`config.mk`:
```
export PLATFORM = sky130hd
export DESIGN_NAME = pipelined_cla_addsub_flat
export DESIGN_NICKNAME = d
export VERILOG_FILES = /design/src/rtl/pipelined_cla_addsub_if.sv /design/src/rtl/pipelined_cla_addsub.sv /design/src/flat_wrapper.sv
export SDC_FILE = /design/constraint.sdc
export NUM_CORES = 1
export LEC_CHECK = 0
export BUFFER_PORTS_ARGS = -buffer_cell sky130_fd_sc_hd__clkbuf_2
export CAP_MARGIN = 0
export CORE_MARGIN = 4
export CORE_UTILIZATION = 45
export DETAILED_ROUTE_END_ITERATION = 10
export MAX_ROUTING_LAYER = met4
export PLACE_DENSITY = 0.75
export SYNTH_ARGS = -nofsm -noshare
export SYNTH_HDL_FRONTEND = slang
export SYNTH_SLANG_ARGS = --single-unit
```
`constraint.sdc`:
```
create_clock -name clk -period 4.9 [get_ports clk]
set_clock_uncertainty 0.05 [all_clocks]
set_input_delay 0.245 -clock clk [delete_from_list [all_inputs] [get_ports clk]]
set_output_delay 0.245 -clock clk [all_outputs]
set_load 0.05 [all_outputs]
```
`src/rtl/pipelined_cla_addsub_if.sv`:
```
// Operand/result handshake bundle for pipelined_cla_addsub.
//   master: the producer/consumer side (drives in_valid, a, b, sub, out_ready)
//   slave : the adder pipeline (drives in_ready, out_valid, sum, cout, ovf, zero)
// Signals: in_valid/in_ready accept an operation on a, b, sub (1 = a-b);
//          out_valid/out_ready transfer sum plus cout, ovf and zero flags.
interface pipelined_cla_addsub_if #(
   parameter int unsigned WIDTH = 32
);
   logic             in_valid;
   logic             in_ready;
   logic [WIDTH-1:0] a;
   logic [WIDTH-1:0] b;
   logic             sub;
   logic             out_valid;
   logic             out_ready;
   logic [WIDTH-1:0] sum;
   logic             cout;
   logic             ovf;
   logic             zero;

   modport master (
      output in_valid, a, b, sub, out_ready,
      input  in_ready, out_valid, sum, cout, ovf, zero
   );

   modport slave (
      input  in_valid, a, b, sub, out_ready,
      output in_ready, out_valid, sum, cout, ovf, zero
   );
endinterface

```
`src/rtl/pipelined_cla_addsub.sv`:
```
// Pipelined carry-lookahead adder/subtractor.
// Each of STAGES registered slices resolves SLICE = WIDTH/STAGES bits with a
// two-level lookahead (per-group G/P, then group carries from the slice
// carry-in). Valid/ready handshake with full backpressure, 1 op/cycle,
// latency STAGES.
// Ports:
//   clk   : rising-edge clock
//   rst_n : asynchronous active-low reset, flushes all in-flight operations
//   bus   : slave side of pipelined_cla_addsub_if (operands in, result out)
module pipelined_cla_addsub #(
   parameter int unsigned WIDTH  = 32,
   parameter int unsigned GROUP  = 4,
   parameter int unsigned STAGES = 2
) (
   input  logic                   clk,
   input  logic                   rst_n,
   pipelined_cla_addsub_if.slave  bus
);
   localparam int unsigned SLICE = WIDTH / STAGES;
   localparam int unsigned NGRP  = SLICE / GROUP;

   // rdy[k] : stage k may load; rdy[STAGES] is the downstream ready
   logic [STAGES:0]   rdy;
   logic [STAGES-1:0] vin, cin, nx_c;
   logic [STAGES-1:0] v_q, c_q;
   logic [WIDTH-1:0]  op_a [STAGES];
   logic [WIDTH-1:0]  op_b [STAGES];
   logic [WIDTH-1:0]  s_in [STAGES];
   logic [WIDTH-1:0]  nx_s [STAGES];
   logic [WIDTH-1:0]  nx_a [STAGES];
   logic [WIDTH-1:0]  nx_b [STAGES];
   logic [WIDTH-1:0]  s_q  [STAGES];
   logic [WIDTH-1:0]  a_q  [STAGES];
   logic [WIDTH-1:0]  b_q  [STAGES];
   logic              nx_ovf, nx_zero, ovf_q, zero_q;

   assign rdy[STAGES]  = bus.out_ready;
   assign bus.in_ready = rdy[0];

   for (genvar k = 0; k < STAGES; k++) begin : g_stage
      logic [SLICE-1:0] sa, sb, g, p, s;
      logic [SLICE:0]   c;
      logic [NGRP-1:0]  gg, pg;
      logic [NGRP:0]    cg;

      assign rdy[k] = ~v_q[k] | rdy[k+1];

      if (k == 0) begin : g_first
         assign vin[k]  = bus.in_valid;
         assign op_a[k] = bus.a;
         assign op_b[k] = bus.sub ? ~bus.b : bus.b;
         assign cin[k]  = bus.sub;
         assign s_in[k] = '0;
      end else begin : g_next
         assign vin[k]  = v_q[k-1];
         assign op_a[k] = a_q[k-1];
         assign op_b[k] = b_q[k-1];
         assign cin[k]  = c_q[k-1];
         assign s_in[k] = s_q[k-1];
      end

      // Unresolved operand bits are kept shifted down so every stage works
      // on bits [SLICE-1:0] of its operand word.
      assign sa = op_a[k][SLICE-1:0];
      assign sb = op_b[k][SLICE-1:0];

      always_comb begin
         logic t;
         t  = 1'b0;
         g  = sa & sb;
         p  = sa ^ sb;
         gg = '0;
         pg = '1;
         cg = '0;
         c  = '0;
         for (int unsigned j = 0; j < NGRP; j++) begin
            for (int unsigned i = 0; i < GROUP; i++) begin
               gg[j] = g[j*GROUP+i] | (p[j*GROUP+i] & gg[j]);
               pg[j] = pg[j] & p[j*GROUP+i];
            end
         end
         // Group carries: sum-of-products straight from the slice carry-in,
         // no carry passed from one group to the next.
         cg[0] = cin[k];
         for (int unsigned j = 1; j <= NGRP; j++) begin
            t = cin[k];
            for (int unsigned n = 0; n < j; n++) t = t & pg[n];
            cg[j] = t;
            for (int unsigned m = 0; m < j; m++) begin
               t = gg[m];
               for (int unsigned n = m + 1; n < j; n++) t = t & pg[n];
               cg[j] = cg[j] | t;
            end
         end
         // Bit carries inside each group, lookahead from the group carry-in.
         for (int unsigned j = 0; j < NGRP; j++) begin
            c[j*GROUP] = cg[j];
            for (int unsigned i = 1; i < GROUP; i++) begin
               t = cg[j];
               for (int unsigned n = 0; n < i; n++) t = t & p[j*GROUP+n];
               c[j*GROUP+i] = t;
               for (int unsigned m = 0; m < i; m++) begin
                  t = g[j*GROUP+m];
                  for (int unsigned n = m + 1; n < i; n++) t = t & p[j*GROUP+n];
                  c[j*GROUP+i] = c[j*GROUP+i] | t;
               end
            end
         end
         c[SLICE] = cg[NGRP];
         s = p ^ c[SLICE-1:0];
      end

      assign nx_s[k] = s_in[k] | (WIDTH'(s) << (k * SLICE));
      assign nx_c[k] = c[SLICE];

      if (k < STAGES - 1) begin : g_pass
         assign nx_a[k] = op_a[k] >> SLICE;
         assign nx_b[k] = op_b[k] >> SLICE;
      end else begin : g_last
         assign nx_a[k] = '0;
         assign nx_b[k] = '0;
         // Carry into the MSB is the slice's top internal carry.
         assign nx_ovf  = c[SLICE-1] ^ c[SLICE];
         assign nx_zero = (nx_s[k] == '0);
      end
   end

   always_ff @(posedge clk or negedge rst_n) begin
      if (!rst_n) begin
         v_q    <= '0;
         c_q    <= '0;
         ovf_q  <= 1'b0;
         zero_q <= 1'b0;
         for (int unsigned k = 0; k < STAGES; k++) begin
            s_q[k] <= '0;
            a_q[k] <= '0;
            b_q[k] <= '0;
         end
      end else begin
         for (int unsigned k = 0; k < STAGES; k++) begin
            if (rdy[k]) begin
               v_q[k] <= vin[k];
               if (vin[k]) begin
                  s_q[k] <= nx_s[k];
                  c_q[k] <= nx_c[k];
                  a_q[k] <= nx_a[k];
                  b_q[k] <= nx_b[k];
               end
            end
         end
         if (rdy[STAGES-1] && vin[STAGES-1]) begin
            ovf_q  <= nx_ovf;
            zero_q <= nx_zero;
         end
      end
   end

   assign bus.out_valid = v_q[STAGES-1];
   assign bus.sum       = s_q[STAGES-1];
   assign bus.cout      = c_q[STAGES-1];
   assign bus.ovf       = ovf_q;
   assign bus.zero      = zero_q;
endmodule
```
`src/flat_wrapper.sv`:
```
// flat-port wrapper written by rule: the top's interface ports become plain ports
module pipelined_cla_addsub_flat 
#(
   parameter int unsigned WIDTH  = 32,
   parameter int unsigned GROUP  = 4,
   parameter int unsigned STAGES = 2
)
  (clk, rst_n, bus_in_valid, bus_a, bus_b, bus_sub, bus_out_ready, bus_in_ready, bus_out_valid, bus_sum, bus_cout, bus_ovf, bus_zero);
  pipelined_cla_addsub_if #(.WIDTH(WIDTH)) bus_i ();
  input  logic clk;
  input  logic rst_n;
  input wire logic [$bits(bus_i.in_valid)-1:0] bus_in_valid;
  input wire logic [$bits(bus_i.a)-1:0] bus_a;
  input wire logic [$bits(bus_i.b)-1:0] bus_b;
  input wire logic [$bits(bus_i.sub)-1:0] bus_sub;
  input wire logic [$bits(bus_i.out_ready)-1:0] bus_out_ready;
  output wire logic [$bits(bus_i.in_ready)-1:0] bus_in_ready;
  output wire logic [$bits(bus_i.out_valid)-1:0] bus_out_valid;
  output wire logic [$bits(bus_i.sum)-1:0] bus_sum;
  output wire logic [$bits(bus_i.cout)-1:0] bus_cout;
  output wire logic [$bits(bus_i.ovf)-1:0] bus_ovf;
  output wire logic [$bits(bus_i.zero)-1:0] bus_zero;
  assign bus_i.in_valid = bus_in_valid;
  assign bus_i.a = bus_a;
  assign bus_i.b = bus_b;
  assign bus_i.sub = bus_sub;
  assign bus_i.out_ready = bus_out_ready;
  assign bus_in_ready = bus_i.in_ready;
  assign bus_out_valid = bus_i.out_valid;
  assign bus_sum = bus_i.sum;
  assign bus_cout = bus_i.cout;
  assign bus_ovf = bus_i.ovf;
  assign bus_zero = bus_i.zero;
  pipelined_cla_addsub #(.WIDTH(WIDTH), .GROUP(GROUP), .STAGES(STAGES)) u_core (.clk(clk), .rst_n(rst_n), .bus(bus_i));
endmodule
```
==> results.json <==
{
  "synth_xor_area_share_pct": 9.32,
  "reg2reg_to": "u_core.bus.zero$_DFFE_PN0P_",
  "worstSetupPathType": "reg2reg",
  "routabilityCongestion": 0.949,
  "n_fill_cell": 948,
  "comb_power_share_pct": 44.5,
  "cp-start-kind": "register",
  "postSynthCellCount": 465,
  "die_h_um": 112,
  "cts_inserted_buffers": 9,
  "ctsHoldBuffers": 0,
  "powerDensity_nw_per_um2": 504,
  "cts_tree": "yes",
  "synth-warning-count": 0,
  "ys_top_cells_by_area": "dfrtp_1 44%, ha_1 10%, mux2_2 8.5%",
  "initial_core_util_pct": 46.7,
  "core-area_um2": 10500,
  "synth_top_area_cell": "dfrtp_1",
  "rsz0062_at_grt": "false",
  "syn_avg_cell_area_um2": 10.5,
  "clk_latency_ns": 0.35,
  "num_vias": 3631,
  "synth-simple-area-share_pct": 11.2,
  "hp-class": "in2async",
  "swShare_pct": 44.2,
  "post_cts_resized": 0,
  "setup_viol": 0,
  "num_io_pins": 106,
  "cts_setup_buffers": 0,
  "path_max_fanout": 6,
  "layout_commonest_cell": "clkbuf_2",
  "p_int_uw": 1620,
  "grt_max_degree": 87,
  "drt-total-wl_mm": 10.6,
  "r2r_slack_ns": 1.24,
  "yosysUniqueCellTypes": 37,
  "slew_violations": 0,
  "antennaDiodeCount": 0,
  "required_ns": 5.12,
  "ys_ff_latch": 86,
  "fin_tns_setup_ns": 0,
  "via_per_inst": 5.14,
  "syn-cell-area_um2": 4880,
  "clkTransAtPathRegs_ns": 0.09,
  "dieArea_um2": 12600,
  "timing.final.crit_share_pct": 74.6,
  "antenna_found_initial": 0,
  "nNetsFinal": 682,
  "timing.rr.start": "u_core.b_q[32]$_DFFE_PN0P_",
  "final_cell_area_um2": 5760,
  "portBuffers": 105,
  "mostFrequentLayoutCells": "104 x clkbuf_2, 86 x dfrtp_1, 64 x nand2_1",
  "yosys.area.top_type_share_pct": 44.1,
  "drv_cap": 0,
  "p_leak_uw": 0.00281,
  "crit_arrival_ns": 3.87,
  "gr-total-overflow": 0,
  "num_rows": 37,
  "synthMuxAreaShare_pct": 8.73,
  "critPathCaptureType": "register",
  "synth_fp_nets": 581,
  "drtAntennaViolNets": 0,
  "status": "finished clean",
  "fmax_mhz": 273,
  "max_slew_margin_pct": 25.2,
  "grtUsageTotal_pct": 17.8,
  "synth_top_family_by_area": "adder cells",
  "fin_hold_ws_ns": 0.0301,
  "synth_compound_area_share_pct": 11.6,
  "synthAdderAreaFrac_pct": 13.1,
  "cts-root-buf": "clkbuf_8",
  "syn_to_final_growth_pct": 18.0,
  "cts_htree_levels": 3,
  "clock_path_buffers": 2,
  "drive_above_1_share_pct": 28.7,
  "drt_iter0_markers": 157,
  "vdd_ir_drop_max_mv": 0.357,
  "cts.sinks": 86,
  "fin_util_pct": 55.1,
  "rr_worst_depth": 12,
  "dr.pass1.iters": 4,
  "post-dp-hpwl_mm": 8.17,
  "p_seq_share_pct": 36.2,
  "grt_pass1_vias": 3752,
  "wl_per_cell_um": 15.0,
  "fin_crit_ns": 3.66,
  "drc": 0,
  "p_clk_share_pct": 19.3,
  "grt_pass1_wl_mm": 18.0,
  "synth-seq-area-share_pct": 44.1,
  "placed_area_um2": 5540,
  "fp.dieW_um": 112,
  "hold_viol": 0,
  "worst_pin_slew_ns": 1.12,
  "p_sw_uw": 1280
}
## cell type report
cell class | count | area, um2 | share of cell area, %
Clock buffer | 9 | 124 | 2.15
Clock inverter | 7 | 103 | 1.78
Inverter | 9 | 33.8 | 0.586
Multi-Input combinational cell | 353 | 2640 | 45.8
Sequential cell | 86 | 2150 | 37.3
Tap cell | 136 | 170 | 2.95
Timing Repair Buffer | 107 | 543 | 9.42
## synth_stat cells
| cell type | number |
|---|---|
| a222oi_1 | 1 |
| nand4_1 | 4 |
| mux2_2 | 37 |
| nor3b_1 | 1 |
| or2_0 | 1 |
| ha_1 | 40 |
| clkbuf_1 | 14 |
| fa_1 | 7 |
| nand2b_1 | 10 |
| o21ai_0 | 55 |
| or2_2 | 1 |
| and2_1 | 4 |
| and4_2 | 1 |
| nand2_1 | 65 |
| nand3_1 | 2 |
| o211a_1 | 4 |
| xnor2_1 | 26 |
| o311ai_0 | 1 |
| o221ai_1 | 1 |
| o31ai_1 | 2 |
| a211oi_1 | 4 |
| a21oi_1 | 18 |
| nor2_1 | 14 |
| nand3b_1 | 2 |
| o21a_1 | 4 |
| inv_1 | 9 |
| or4_1 | 2 |
| mux2i_1 | 1 |
| a21o_1 | 6 |
| nor3_1 | 4 |
| o21ai_1 | 1 |
| buf_1 | 3 |
| o211ai_1 | 1 |
| xor2_1 | 26 |
| or4b_2 | 1 |
| nor4_1 | 6 |
| dfrtp_1 | 86 |
## per-layer routing
metal / global-route usage (%) / vias to the layer above / share of wire, %
li1: - / 1811 / -
met1: 22.2 / 1709 / 44
met2: 29.5 / 96 / 49
met3: 4.20 / 15 / 6.1
met4: 4.09 / 0 / 1.2
met5: - / - / 0
## through the flow
| stage | instances | power, uW | setup slack [ns] |
|---|---|---|---|
| after floorplan | 465 | 2010 | 1.53 |
| after global placement | 691 | 2330 | 1.39 |
| after detailed placement | 691 | 2370 | 1.29 |
| after CTS | 707 | 2940 | 1.23 |
| after global routing | 707 | 3090 | 1.02 |
| final | 707 | 2900 | 1.24 |
## critical path, cell delays in order, from the launching register on
cell	delay (ns)
dfrtp_1	0.42
ha_1	0.33
a211oi_1	0.29
o21ai_0	0.13
a21o_1	0.25
o221ai_1	0.17
nand2b_1	0.13
ha_1	0.24
o21a_1	0.20
o211a_1	0.25
or4_1	0.45
or4_1	0.52
o21ai_1	0.14
## worst max-delay path by stage
stage / from / endpoint / slack, ns / depth (start not counted)
final: u_core.b_q[32]$_DFFE_PN0P_ / u_core.bus.zero$_DFFE_PN0P_ / 1.24 / 12
after global routing: u_core.b_q[32]$_DFFE_PN0P_ / u_core.bus.zero$_DFFE_PN0P_ / 1.02 / 12
after CTS: u_core.b_q[32]$_DFFE_PN0P_ / u_core.bus.zero$_DFFE_PN0P_ / 1.23 / 12
after detailed placement: u_core.b_q[32]$_DFFE_PN0P_ / u_core.bus.zero$_DFFE_PN0P_ / 1.29 / 12
after global placement: u_core.b_q[32]$_DFFE_PN0P_ / u_core.bus.zero$_DFFE_PN0P_ / 1.39 / 12
after floorplan: u_core.b_q[32]$_DFFE_PN0P_ / u_core.bus.zero$_DFFE_PN0P_ / 1.53 / 12
## state kept, by name (all words and copies together) (netlist names)
register         flops
u_core.bus.sum      32
u_core.a_q          16
u_core.b_q          16
u_core.s_in         16
u_core.c_q           2
u_core.v_q           2
u_core.bus.ovf       1
u_core.bus.zero      1
## logic make-up after synthesis
kind of cell / count (synthesis)
and+or+nand+nor: 118
buffers and inverters: 26
xor gates and xnor gates: 52
muxes: 38
AOI/OAI and AO/OA: 98
adders and majority gates: 47
DFF: 86
## power by group through the flow
stage | clock (uW) | sequential [uW] | combinational [uW]
4_1_cts | 572 | 1050 | 1310
6_report | 560 | 1050 | 1290
3_3_place_gp | 0 | 1060 | 1270
3_5_place_dp | 0 | 1070 | 1300
2_1_floorplan | 0 | 1470 | 540
5_1_grt | 604 | 1080 | 1410
Note: power is estimated with default switching activity, not from simulation.
